<file path="config.mk">
export PLATFORM = sky130hd
export DESIGN_NAME = led_fade_ctrl
export DESIGN_NICKNAME = d
export VERILOG_FILES = /design/src/rtl/led_fade_ctrl.sv
export SDC_FILE = /design/constraint.sdc
export NUM_CORES = 1
export LEC_CHECK = 0
export BUFFER_PORTS_ARGS = -buffer_cell sky130_fd_sc_hd__buf_2
export CORE_UTILIZATION = 48
export CTS_BUF_LIST = sky130_fd_sc_hd__clkbuf_16
export DETAILED_ROUTE_END_ITERATION = 12
export PLACE_DENSITY = 0.7
export SLEW_MARGIN = 10
export SYNTH_ARGS = -nofsm -noshare
export SYNTH_HDL_FRONTEND = slang
export SYNTH_SLANG_ARGS = --single-unit
</file>
<file path="constraint.sdc">
create_clock -name clk -period 5.03 [get_ports clk]
set_input_delay 0.2515 -clock clk [delete_from_list [all_inputs] [get_ports clk]]
set_output_delay 0.2515 -clock clk [all_outputs]
set_load 0.05 [all_outputs]
</file>
<file path="src/rtl/led_fade_ctrl.sv">
// Fade scheduler: ramps a PWM duty value one LSB per STEP_TICKS ticks toward a commanded target,
// holds for HOLD_TICKS ticks, then pulses done. Define LED_FADE_LOOP_EN for endless breathing mode.
module led_fade_ctrl #(
  parameter int DUTY_W     = 4,
  parameter int STEP_TICKS = 4,
  parameter int HOLD_TICKS = 8
) (
  input  logic              clk,
  input  logic              rst_n,
  input  logic              tick,
  input  logic              cmd_valid,
  input  logic [DUTY_W-1:0] cmd_target,
  output logic              cmd_ready,
  input  logic              abort,
  output logic [DUTY_W-1:0] duty,
  output logic              busy,
  output logic              done
);

  localparam int MAX_TICKS = (STEP_TICKS > HOLD_TICKS) ? STEP_TICKS : HOLD_TICKS;
  localparam int CNT_W     = (MAX_TICKS > 1) ? $clog2(MAX_TICKS) : 1;
  localparam logic [CNT_W-1:0] STEP_LAST = CNT_W'(STEP_TICKS - 1);
  localparam logic [CNT_W-1:0] HOLD_LAST = CNT_W'(HOLD_TICKS - 1);

  typedef enum logic [1:0] {IDLE = 2'd0, RAMP = 2'd1, HOLD = 2'd2} state_t;

  state_t            state_q, state_d;
  logic [CNT_W-1:0]  cnt_q, cnt_d;
  logic [DUTY_W-1:0] tgt_q, tgt_d;
  logic [DUTY_W-1:0] duty_q, duty_d;
  logic              busy_q, busy_d;
  logic              done_q, done_d;
  logic [DUTY_W-1:0] step_duty;
  logic              step_last;
  logic              hold_last;
`ifdef LED_FADE_LOOP_EN
  // The origin is only needed to reverse the fade in breathing mode.
  logic [DUTY_W-1:0] org_q, org_d;
`endif

  // Moving one LSB toward the target can never overshoot or wrap, since RAMP implies duty != target.
  always_comb begin
    step_duty = duty_q;
    if (tgt_q > duty_q) begin
      step_duty = duty_q + 1'b1;
    end else if (tgt_q < duty_q) begin
      step_duty = duty_q - 1'b1;
    end
  end

  assign step_last = tick && (cnt_q == STEP_LAST);
  assign hold_last = tick && (cnt_q == HOLD_LAST);

  always_ff @(posedge clk) begin
    if (!rst_n) begin
      state_q <= IDLE;
      cnt_q   <= '0;
      tgt_q   <= '0;
      duty_q  <= '0;
      busy_q  <= 1'b0;
      done_q  <= 1'b0;
`ifdef LED_FADE_LOOP_EN
      org_q   <= '0;
`endif
    end else begin
      state_q <= state_d;
      cnt_q   <= cnt_d;
      tgt_q   <= tgt_d;
      duty_q  <= duty_d;
      busy_q  <= busy_d;
      done_q  <= done_d;
`ifdef LED_FADE_LOOP_EN
      org_q   <= org_d;
`endif
    end
  end

  always_comb begin
    state_d = state_q;
    unique case (state_q)
      IDLE: begin
        if (cmd_valid) begin
          state_d = (cmd_target == duty_q) ? HOLD : RAMP;
        end
      end
      RAMP: begin
        if (step_last && (step_duty == tgt_q)) begin
          state_d = HOLD;
        end
      end
      HOLD: begin
        if (hold_last) begin
`ifdef LED_FADE_LOOP_EN
          state_d = (org_q == tgt_q) ? HOLD : RAMP;
`else
          state_d = IDLE;
`endif
        end
      end
      default: state_d = IDLE;
    endcase
    if (abort) begin
      state_d = IDLE;
    end
  end

  always_comb begin
    cnt_d  = cnt_q;
    tgt_d  = tgt_q;
    duty_d = duty_q;
    done_d = 1'b0;
`ifdef LED_FADE_LOOP_EN
    org_d  = org_q;
`endif
    unique case (state_q)
      IDLE: begin
        // A tick arriving with the command is deliberately dropped.
        if (cmd_valid) begin
          tgt_d = cmd_target;
          cnt_d = '0;
`ifdef LED_FADE_LOOP_EN
          org_d = duty_q;
`endif
        end
      end
      RAMP: begin
        if (step_last) begin
          cnt_d  = '0;
          duty_d = step_duty;
        end else if (tick) begin
          cnt_d = cnt_q + 1'b1;
        end
      end
      HOLD: begin
        if (hold_last) begin
          cnt_d  = '0;
          done_d = 1'b1;
`ifdef LED_FADE_LOOP_EN
          tgt_d  = org_q;
          org_d  = tgt_q;
`endif
        end else if (tick) begin
          cnt_d = cnt_q + 1'b1;
        end
      end
      default: cnt_d = '0;
    endcase
    if (abort) begin
      cnt_d  = '0;
      duty_d = duty_q;
      done_d = 1'b0;
      tgt_d  = tgt_q;
`ifdef LED_FADE_LOOP_EN
      org_d  = org_q;
`endif
    end
    busy_d = (state_d != IDLE);
  end

  assign cmd_ready = (state_q == IDLE);
  assign duty      = duty_q;
  assign busy      = busy_q;
  assign done      = done_q;

endmodule
</file>
==> results.json, run 1 <==
{
  "max_stage_delay_ps": 490,
  "io_pins": 16,
  "critPathLaunchType": "flop",
  "whs_path_depth": 3,
  "async_flop_share_pct": 0,
  "status": "finished clean",
  "cts_hold_buf": 0,
  "coreArea_mm2": 0.00250,
  "grt_pass1_vias": 1202,
  "yosysWarnings": 0,
  "grt_remaining_overflow": 0,
  "finalCritPeriodShare_pct": 53.8,
  "start_util_pct": 51.7,
  "cp_max_fo": 8,
  "hold_violations": 0,
  "crit_chain": "inv_1, ha_1, nand4_1, a31oi_1, or2_2, nor4b_1, o211ai_1, a31oi_1",
  "grt_usage_pct": 25.4,
  "place_area_mm2": 0.00139,
  "max_freq_mhz": 369,
  "synth_fp_nets": 181,
  "cpMostUsedCell": "a31oi_1",
  "fillCellCount": 223,
  "regArea_um2": 300,
  "power.total_mw": 0.348,
  "tns_ps": 0,
  "yosysUniqueCellTypes": 45,
  "crit_family": "simple AND/OR/NAND/NOR gates",
  "cts_made_buffers": 3,
  "cts_setup_buffers": 0,
  "synth_flop_cell": "dfxtp_1",
  "crit_buf_inv": 1,
  "dp_hpwl_mm": 2.34,
  "cts_resized": 0,
  "n_antenna_cell": 0,
  "worst_pin_slew_ps": 744,
  "via_per_inst": 6.36,
  "drc_errors": 0,
  "die_w_um": 53.9,
  "htree_num_levels": 1,
  "grt_max_degree": 11,
  "antenna_found_initial": 0,
  "area_growth_pct": 13.7,
  "cp_slowest_cell": "dfxtp_1",
  "worst-path-stages": 8,
  "grt_pass1_wl_mm": 5.33,
  "finalCriticalPeriod_ps": 2710,
  "cellPowerDensity_mw_per_mm2": 237,
  "max-cap-violations": 0,
  "cts.sinks": 15,
  "num_vias": 1304,
  "detail-route-antenna-nets": 0,
  "endpoint_kind": "flop",
  "ir_drop_mv": 0.192,
  "seq_area_frac_synth_pct": 23.3,
  "portBuffers": 15,
  "relSlewSlack_pct": 49.9,
  "hold_path.class": "primary input to flop",
  "cp_data_required_time_ps": 5210,
  "finalClockSkew_ps": 1.41,
  "layout-drive-gt1-share_pct": 14.3,
  "die_area_mm2": 0.00290,
  "max-clock-path-buffers": 2,
  "dr.pass1.iters": 4,
  "setup_viol": 0,
  "path_class": "flop to flop",
  "worstPathArrival_ps": 2890,
  "drt-initial-drc-count": 54,
  "rsz0062_at_grt": "no",
  "place.gp.congestion": 0.891,
  "rows": 18,
  "die_y_um": 53.9,
  "finalWirelength_mm": 3.14,
  "synth-seq-cells": 15,
  "avgRoutedWirePerCell_um": 15.3,
  "synth_edf_count": 0,
  "syn_avg_cell_area_um2": 8.12,
  "cts_tree": "done",
  "syn_area_mm2": 0.00129,
  "leakage_nw": 0.640,
  "multi_input_area_um2": 927,
  "cts_root_buffer": "clkbuf_16",
  "nNetsFinal": 198,
  "reg2reg_depth": 8,
  "utilization_pct": 58.7,
  "netlist_instances": 159,
  "final_cell_area_mm2": 0.00147,
  "clock_latency_ps": 250,
  "clkTransAtPathRegs_ps": 50,
  "slew_violations": 0
}
-- worst register-to-register path, delay by kind of cell (launching register included) --
kind	cells	cell delay (ps)
compound gates	3	630
fa+ha+maj	1	360
buf+inv	1	170
flops	1	490
simple gates	3	980
-- power by group --
group	leakage (nW)	internal, mW	switching, mW
registers	0.122	0.122	0.00364
clock network	0.0423	0.106	0.0512
logic	0.476	0.0252	0.0402
-- cells in the final DEF (no fill, tap or decap), types with 4 or more instances in the layout --
| cell | Yosys | layout |
|---|---|---|
| ha_1 | 13 | 13 |
| nor2_1 | 10 | 10 |
| buf_2 | 0 | 15 |
| nand2_1 | 7 | 7 |
| nor2b_1 | 8 | 8 |
| dfxtp_1 | 15 | 15 |
| a21oi_1 | 12 | 12 |
| o21ai_0 | 9 | 9 |
| inv_1 | 13 | 14 |
| o211ai_1 | 4 | 4 |
| xnor2_1 | 5 | 5 |
| a21o_1 | 4 | 4 |
-- routing by layer --
metal,up-vias,part of all wire [%],track usage (%)
met5,-,0,0
met4,0,1.7,10.1
li1,628,-,-
met1,610,47,34.8
met3,9,5.9,3.11
met2,57,45,39.9
-- synthesized netlist by cell type (all sizes together) (2+ instances only) --
cell | number | share of area, %
a21boi | 3 | 1.7
a21o | 4 | 2.3
a21oi | 12 | 4.7
a31oi | 3 | 1.5
a32oi | 2 | 1.4
and2 | 3 | 1.5
and3 | 3 | 1.5
and4 | 2 | 1.5
clkbuf | 2 | 0.58
dfxtp | 15 | 23
ha | 13 | 13
inv | 13 | 3.8
mux2i | 3 | 2.3
nand2 | 7 | 2.0
nand2b | 3 | 1.5
nand3 | 3 | 1.2
nand4 | 3 | 1.5
nor2 | 10 | 2.9
nor2b | 8 | 3.9
nor3 | 3 | 1.2
nor4b | 2 | 1.4
o211ai | 4 | 2.3
o21ai | 9 | 3.5
o41ai | 2 | 1.4
or2 | 2 | 0.97
xnor2 | 5 | 3.4
xor2 | 3 | 2.0
-- logic make-up after synthesis --
kind of cell	share of synthesized area, %
fa+ha+maj	12.6
xor+xnor	5.43
simple gates	22.8
flops	23.3
buf+inv	4.94
compound gates	28.7
mux	2.33
-- sequential cells by signal, indices dropped and copies added, names as in the netlist --
| name | flops |
|---|---|
| busy | 1 |
| done | 1 |
| duty | 4 |
| cnt_q | 3 |
| state_q | 2 |
| tgt_q | 4 |
-- final cells by class --
type	count	share of cell area [%]
Multi-Input combinational cell	128	63.2
Clock inverter	1	0.256
Clock buffer	3	5.12
Inverter	13	3.32
Sequential cell	15	20.5
Tap cell	30	2.56
Timing Repair Buffer	15	5.12
-- path summary, 6_finish.rpt --
check	startpoint	end	slack, ps
max	duty[2]	state_q[1]	2320
min	cmd_target[3]	tgt_q[3]	290
max reg2reg	duty[2]	state_q[1]	2320
min reg2reg	cnt_q[1]	cnt_q[1]	510
-- through the flow --
stage / worst slack [ps] / std cells / hold slack, ps
6_report: 2320 / 205 / 289
5_1_grt: 2110 / 205 / 312
4_1_cts: 2450 / 205 / 297
3_5_place_dp: 2470 / 201 / 502
3_3_place_gp: 2490 / 201 / 482
2_1_floorplan: 2440 / 159 / 373
No activity file was read; power rests on OpenSTA's default activity.
==> run 2, diff against run 1 <==
--- a/config.mk
+++ b/config.mk
@@ -5,11 +5,12 @@
 export SDC_FILE = /design/constraint.sdc
 export NUM_CORES = 1
 export LEC_CHECK = 0
+export ABC_AREA = 1
 export BUFFER_PORTS_ARGS = -buffer_cell sky130_fd_sc_hd__buf_2
 export CORE_UTILIZATION = 48
 export CTS_BUF_LIST = sky130_fd_sc_hd__clkbuf_16
 export DETAILED_ROUTE_END_ITERATION = 12
-export PLACE_DENSITY = 0.7
+export PLACE_DENSITY = 0.73
 export SLEW_MARGIN = 10
 export SYNTH_ARGS = -nofsm -noshare
 export SYNTH_HDL_FRONTEND = slang
==> constraint.sdc (replaced) <==
create_clock -name clk -period 2.4 [get_ports clk]
set_input_delay 0.12 -clock clk [delete_from_list [all_inputs] [get_ports clk]]
set_output_delay 0.12 -clock clk [all_outputs]
set_load 0.05 [all_outputs]
==> results.json, run 2 <==
{
  "status": "finished clean",
  "yosysUniqueCellTypes": 30,
  "place_ws_ps": 234,
  "io_pins": 16,
  "worst-path-stages": 16,
  "grt_usage_pct": 23.9,
  "critPathLaunchType": "flop",
  "finalWirelength_mm": 2.67,
  "cp_slowest_cell": "dfxtp_2",
  "portBuffers": 15,
  "regToRegStartpoint": "duty[3]",
  "synthTopCellsByArea": "dfxtp_1 26%, ha_1 14%, nand2_1 13%",
  "synth_most_common_cell": "nand2_1",
  "syn_avg_cell_area_um2": 6.92,
  "avgRoutedWirePerCell_um": 12.2,
  "setup_viol": 0,
  "drt-initial-drc-count": 22,
  "cts_tree": "done",
  "cellPowerDensity_mw_per_mm2": 547,
  "die_area_mm2": 0.00262,
  "final_cell_mix": "40 x nand2_1, 26 x inv_1, 17 x nand3_1, 15 x buf_2, 14 x dfxtp_1",
  "n_antenna_cell": 0,
  "tns_ps": 0,
  "fin_ws_ps": 293,
  "dp_hpwl_mm": 2.11,
  "synth_fp_nets": 190,
  "crit_chain": "inv_1, ha_1, a21oi_2, nand2_4, inv_4, nand2_1, nand2_1, nand2_1, nand3b_1, nand2_1, nand3_2, nand2_1, nand2_1, nand2_1, nand2_1, nand2_1",
  "drc_errors": 0,
  "slew_violations": 0,
  "async_flop_share_pct": 0,
  "max-clock-path-buffers": 2,
  "cts_setup_buffers": 0,
  "synth-seq-cells": 15,
  "antenna_found_initial": 0,
  "grt_remaining_overflow": 0,
  "hold_violations": 0,
  "hold_end": "done",
  "final_cell_area_mm2": 0.00138,
  "crit_buf_inv": 2,
  "die_y_um": 51.2,
  "synth_largest_area_cell": "dfxtp_1",
  "finalClockSkew_ps": 1.06,
  "synth_flop_cell": "dfxtp_1",
  "finalCritPeriodShare_pct": 87.8,
  "endpoint_kind": "flop",
  "place_area_mm2": 0.00130,
  "leakage_nw": 0.752,
  "grt_pass1_vias": 1114,
  "hold_ws_ps": 176,
  "synth_top_area_share_pct": 25.8,
  "coreArea_mm2": 0.00225,
  "rsz0062_at_grt": "no",
  "reg2reg_depth": 16,
  "via_per_inst": 5.35,
  "holdCritStartpoint": "tick",
  "power.total_mw": 0.756,
  "nNetsFinal": 214,
  "grt_max_degree": 11,
  "grt_pass1_wl_mm": 4.69,
  "crit_family": "simple AND/OR/NAND/NOR gates",
  "cts.sinks": 15,
  "fillCellCount": 240,
  "relSlewSlack_pct": 74.2,
  "max_stage_delay_ps": 370,
  "cts_root_buffer": "clkbuf_16",
  "whs_path_depth": 3,
  "dr.pass1.iters": 4,
  "regArea_um2": 302,
  "worst_pin_slew_ps": 384,
  "layout-drive-gt1-share_pct": 19.4,
  "rows": 17,
  "finalCriticalPeriod_ps": 2110,
  "r2r_setup_slack_ps": 290,
  "cpMostUsedCell": "nand2_1",
  "clock_latency_ps": 240,
  "cp_data_required_time_ps": 2540,
  "path_class": "flop to flop",
  "syn_area_mm2": 0.00116,
  "max_freq_mhz": 475,
  "num_vias": 1171,
  "detail-route-antenna-nets": 0,
  "area_growth_pct": 18.9,
  "start_util_pct": 51.6,
  "yosysWarnings": 0,
  "synth_common_cells": "40 x nand2_1, 25 x inv_1, 17 x nand3_1, 15 x dfxtp_1, 13 x ha_1",
  "synth_edf_count": 0,
  "clkTransAtPathRegs_ps": 50,
  "final_common_cell": "nand2_1",
  "htree_num_levels": 1,
  "netlist_instances": 168,
  "reg2reg_to": "busy",
  "ir_drop_mv": 0.542,
  "multi_input_area_um2": 738,
  "max-cap-violations": 0,
  "place.gp.congestion": 0.848,
  "hold_path.class": "primary input to flop",
  "worstPathArrival_ps": 2240,
  "seq_area_frac_synth_pct": 25.8,
  "die_w_um": 51.2,
  "cts_made_buffers": 3,
  "cp_max_fo": 10
}
## run 2: cell count changes after synthesis, sizes merged, moves of 4 or more
cell   previous run  this run
inv              13        30
nand2             7        42
nand3             3        20
nor2b             8         0
xnor2             5         1
## run 2: final cells by class
type / instances / area share, %
Clock buffer: 3 / 5.43
Clock inverter: 1 / 0.271
Inverter: 31 / 8.96
Multi-Input combinational cell: 122 / 53.4
Sequential cell: 15 / 21.8
Tap cell: 28 / 2.53
Timing Repair Buffer: 19 / 7.60
## run 2: logic make-up (layout without fill, tap and decap cells)
group	count (synthesis)	in the layout	synth area share, %
fa+ha+maj	13	13	14.0
flops	15	15	25.8
xor+xnor	5	5	3.77
simple gates	78	78	32.7
compound gates	26	26	13.0
buf+inv	31	54	10.7
## run 2: layer usage
layer	track usage (%)	routed length [um]
met5	0	0
met2	41.0	1250
met4	5.41	16
met3	4.46	100
met1	30.8	1300
## run 2: what timing repair did
| item | CTS | global route |
|---|---|---|
| resized for setup | 0 | 1 |
| hold buffers | 0 | 0 |
| endpoints found under the setup margin | 0 | 3 |
## run 2: power breakdown
| part | internal [mW] | total, mW | switching [mW] |
|---|---|---|---|
| clock network | 0.220 | 0.317 | 0.0970 |
| logic | 0.0587 | 0.174 | 0.115 |
| registers | 0.258 | 0.264 | 0.00665 |
| total | 0.537 | 0.756 | 0.219 |
## run 2: how the worst max path moves through the flow
stage               startpoint    to  slack [ps]
floorplan              duty[3]  busy          40
global placement       duty[3]  busy         300
detailed placement     duty[3]  busy         230
CTS                    duty[3]  busy         220
global route           duty[3]  busy          50
finish                 duty[3]  busy         290
## run 2: worst register-to-register path, delay by kind of cell, from the launching register on
family / cells / cell delay (ps)
flops: 1 / 370
fa+ha+maj: 1 / 340
buf+inv: 2 / 210
simple gates: 12 / 850
compound gates: 1 / 230
## run 2: per-stage QoR
stage | utilization (%) | cells
2_1_floorplan | - | 168
3_3_place_gp | 57.8 | 215
3_5_place_dp | 57.8 | 215
4_1_cts | 61.3 | 219
5_1_grt | 61.3 | 219
6_report | 61.3 | 219
==> run 3, diff against run 2 <==
--- a/config.mk
+++ b/config.mk
@@ -10,7 +10,7 @@
 export CORE_UTILIZATION = 48
 export CTS_BUF_LIST = sky130_fd_sc_hd__clkbuf_16
 export DETAILED_ROUTE_END_ITERATION = 12
-export PLACE_DENSITY = 0.73
+export PLACE_DENSITY = 0.71
 export SLEW_MARGIN = 10
 export SYNTH_ARGS = -nofsm -noshare
 export SYNTH_HDL_FRONTEND = slang
==> results.json, run 3 (synthesis gave the netlist of run 2 again) <==
{
  "crit_family": "simple AND/OR/NAND/NOR gates",
  "sequentialPowerShare_pct": 34.9,
  "cpMostUsedCell": "nand2_1",
  "via_per_inst": 5.17,
  "grt_remaining_overflow": 0,
  "reg2reg_depth": 16,
  "leakage_nw": 0.751,
  "utilization_pct": 61.3,
  "drt-initial-drc-count": 31,
  "hold_violations": 0,
  "cp_data_required_time_ps": 2540,
  "nNetsFinal": 214,
  "finalClockSkew_ps": 2.08,
  "crit_chain": "inv_1, ha_1, a21oi_2, nand2_4, inv_4, nand2_1, nand2_1, nand2_1, nand3b_1, nand2_1, nand3_2, nand2_1, nand2_1, nand2_1, nand2_1, nand2_1",
  "max_stage_delay_ps": 420,
  "path_class": "flop to flop",
  "io_pins": 16,
  "die_area_mm2": 0.00262,
  "worstPathArrival_ps": 2330,
  "die_y_um": 51.2,
  "switchingPower_mw": 0.218,
  "antenna_found_initial": 0,
  "clkTransAtPathRegs_ps": 50,
  "cts_setup_buffers": 0,
  "ir_drop_mv": 0.578,
  "final_cell_mix": "40 x nand2_1, 26 x inv_1, 17 x nand3_1, 15 x dfxtp_1, 15 x buf_2",
  "power.share.clock_pct": 42.3,
  "cts_root_buffer": "clkbuf_16",
  "hold_path.class": "primary input to flop",
  "tns_ps": 0,
  "whs_path_depth": 3,
  "critPathLaunchType": "flop",
  "combPwrFrac_pct": 22.8,
  "finalCritPeriodShare_pct": 91.3,
  "holdCritStartpoint": "tick",
  "cp_max_fo": 10,
  "cts.sinks": 15,
  "cts_resized": 0,
  "max_freq_mhz": 456,
  "grt_pass1_vias": 1013,
  "avgRoutedWirePerCell_um": 11.2,
  "cp_slowest_cell": "dfxtp_1",
  "cts_hold_buf": 0,
  "portBuffers": 15,
  "detail-route-antenna-nets": 0,
  "p_int_mw": 0.537,
  "finalCriticalPeriod_ps": 2190,
  "worst_pin_slew_ps": 362,
  "final_common_cell": "nand2_1",
  "relSlewSlack_pct": 75.6,
  "cts_made_buffers": 3,
  "setup_viol": 0,
  "coreArea_mm2": 0.00225,
  "num_vias": 1133,
  "layout-drive-gt1-share_pct": 18.8,
  "n_antenna_cell": 0,
  "slew_violations": 0,
  "endpoint_kind": "flop",
  "grt_pass1_wl_mm": 4.14,
  "place_area_mm2": 0.00130,
  "drc_errors": 0,
  "grt_max_degree": 11,
  "place.gp.congestion": 0.875,
  "regToRegStartpoint": "duty[3]",
  "max-cap-violations": 0,
  "area_growth_pct": 18.8,
  "start_util_pct": 51.6,
  "dp_hpwl_mm": 1.98,
  "rsz0062_at_grt": "no",
  "r2r_setup_slack_ps": 210,
  "crit_buf_inv": 2,
  "cellPowerDensity_mw_per_mm2": 547,
  "clock_latency_ps": 240,
  "reg2reg_to": "busy",
  "status": "finished clean",
  "cts_tree": "done",
  "die_w_um": 51.2,
  "grt_usage_pct": 21.0,
  "dr.pass1.iters": 4,
  "rows": 17,
  "htree_num_levels": 1,
  "final_cell_area_mm2": 0.00138,
  "p_sw_share_pct": 28.9,
  "hold_end": "done",
  "max-clock-path-buffers": 2,
  "finalWirelength_mm": 2.45
}
==> run 3: cell count changes in the layout (fill, tap and decap cells not counted) <==
cell and change:
dfxtp_1 +1, dfxtp_2 -1
==> run 3: metal layers <==
layer	global-route usage [%]	share of wire, %
met1	26.6	49
met2	34.0	45
met5	0	0
met3	7.74	6.3
met4	4.05	0
==> run 3: worst max-delay path by stage <==
stage	from	endpoint	slack [ps]	depth (start not counted)
final	duty[3]	busy	210	16
after floorplan	duty[3]	busy	40	16
after CTS	duty[3]	busy	200	16
after global routing	duty[3]	busy	2	16
after detailed placement	duty[3]	busy	210	16
after global placement	duty[3]	busy	300	16
==> run 3: stage by stage <==
stage          total power, mW  hold WS [ps]  instances  setup WS (ps)
6_report                 0.755           157        219            208
5_1_grt                  0.795           176        219           1.81
4_1_cts                  0.760           157        219            204
3_5_place_dp             0.439           413        215            207
3_3_place_gp             0.436           410        215            299
2_1_floorplan            0.402           258        168           42.4
==> run 3: worst min-delay path, cell delays in order <==
cell and delay (ps):
buf_2 110, nand2_1 70, nor3b_1 50
==> run 3: layout make-up <==
cell class	instances	area, um2
Sequential cell	15	300
Clock inverter	1	3.75
Multi-Input combinational cell	122	738
Tap cell	28	35.0
Fill cell	224	873
Inverter	31	124
Clock buffer	3	75.1
Timing Repair Buffer	19	105
==> run 3: power groups by stage <==
stage	clock (mW)	combinational (mW)	sequential [mW]
3_5_place_dp	0	0.171	0.268
6_report	0.319	0.172	0.263
5_1_grt	0.335	0.195	0.264
3_3_place_gp	0	0.168	0.268
4_1_cts	0.323	0.173	0.263
2_1_floorplan	0	0.132	0.270
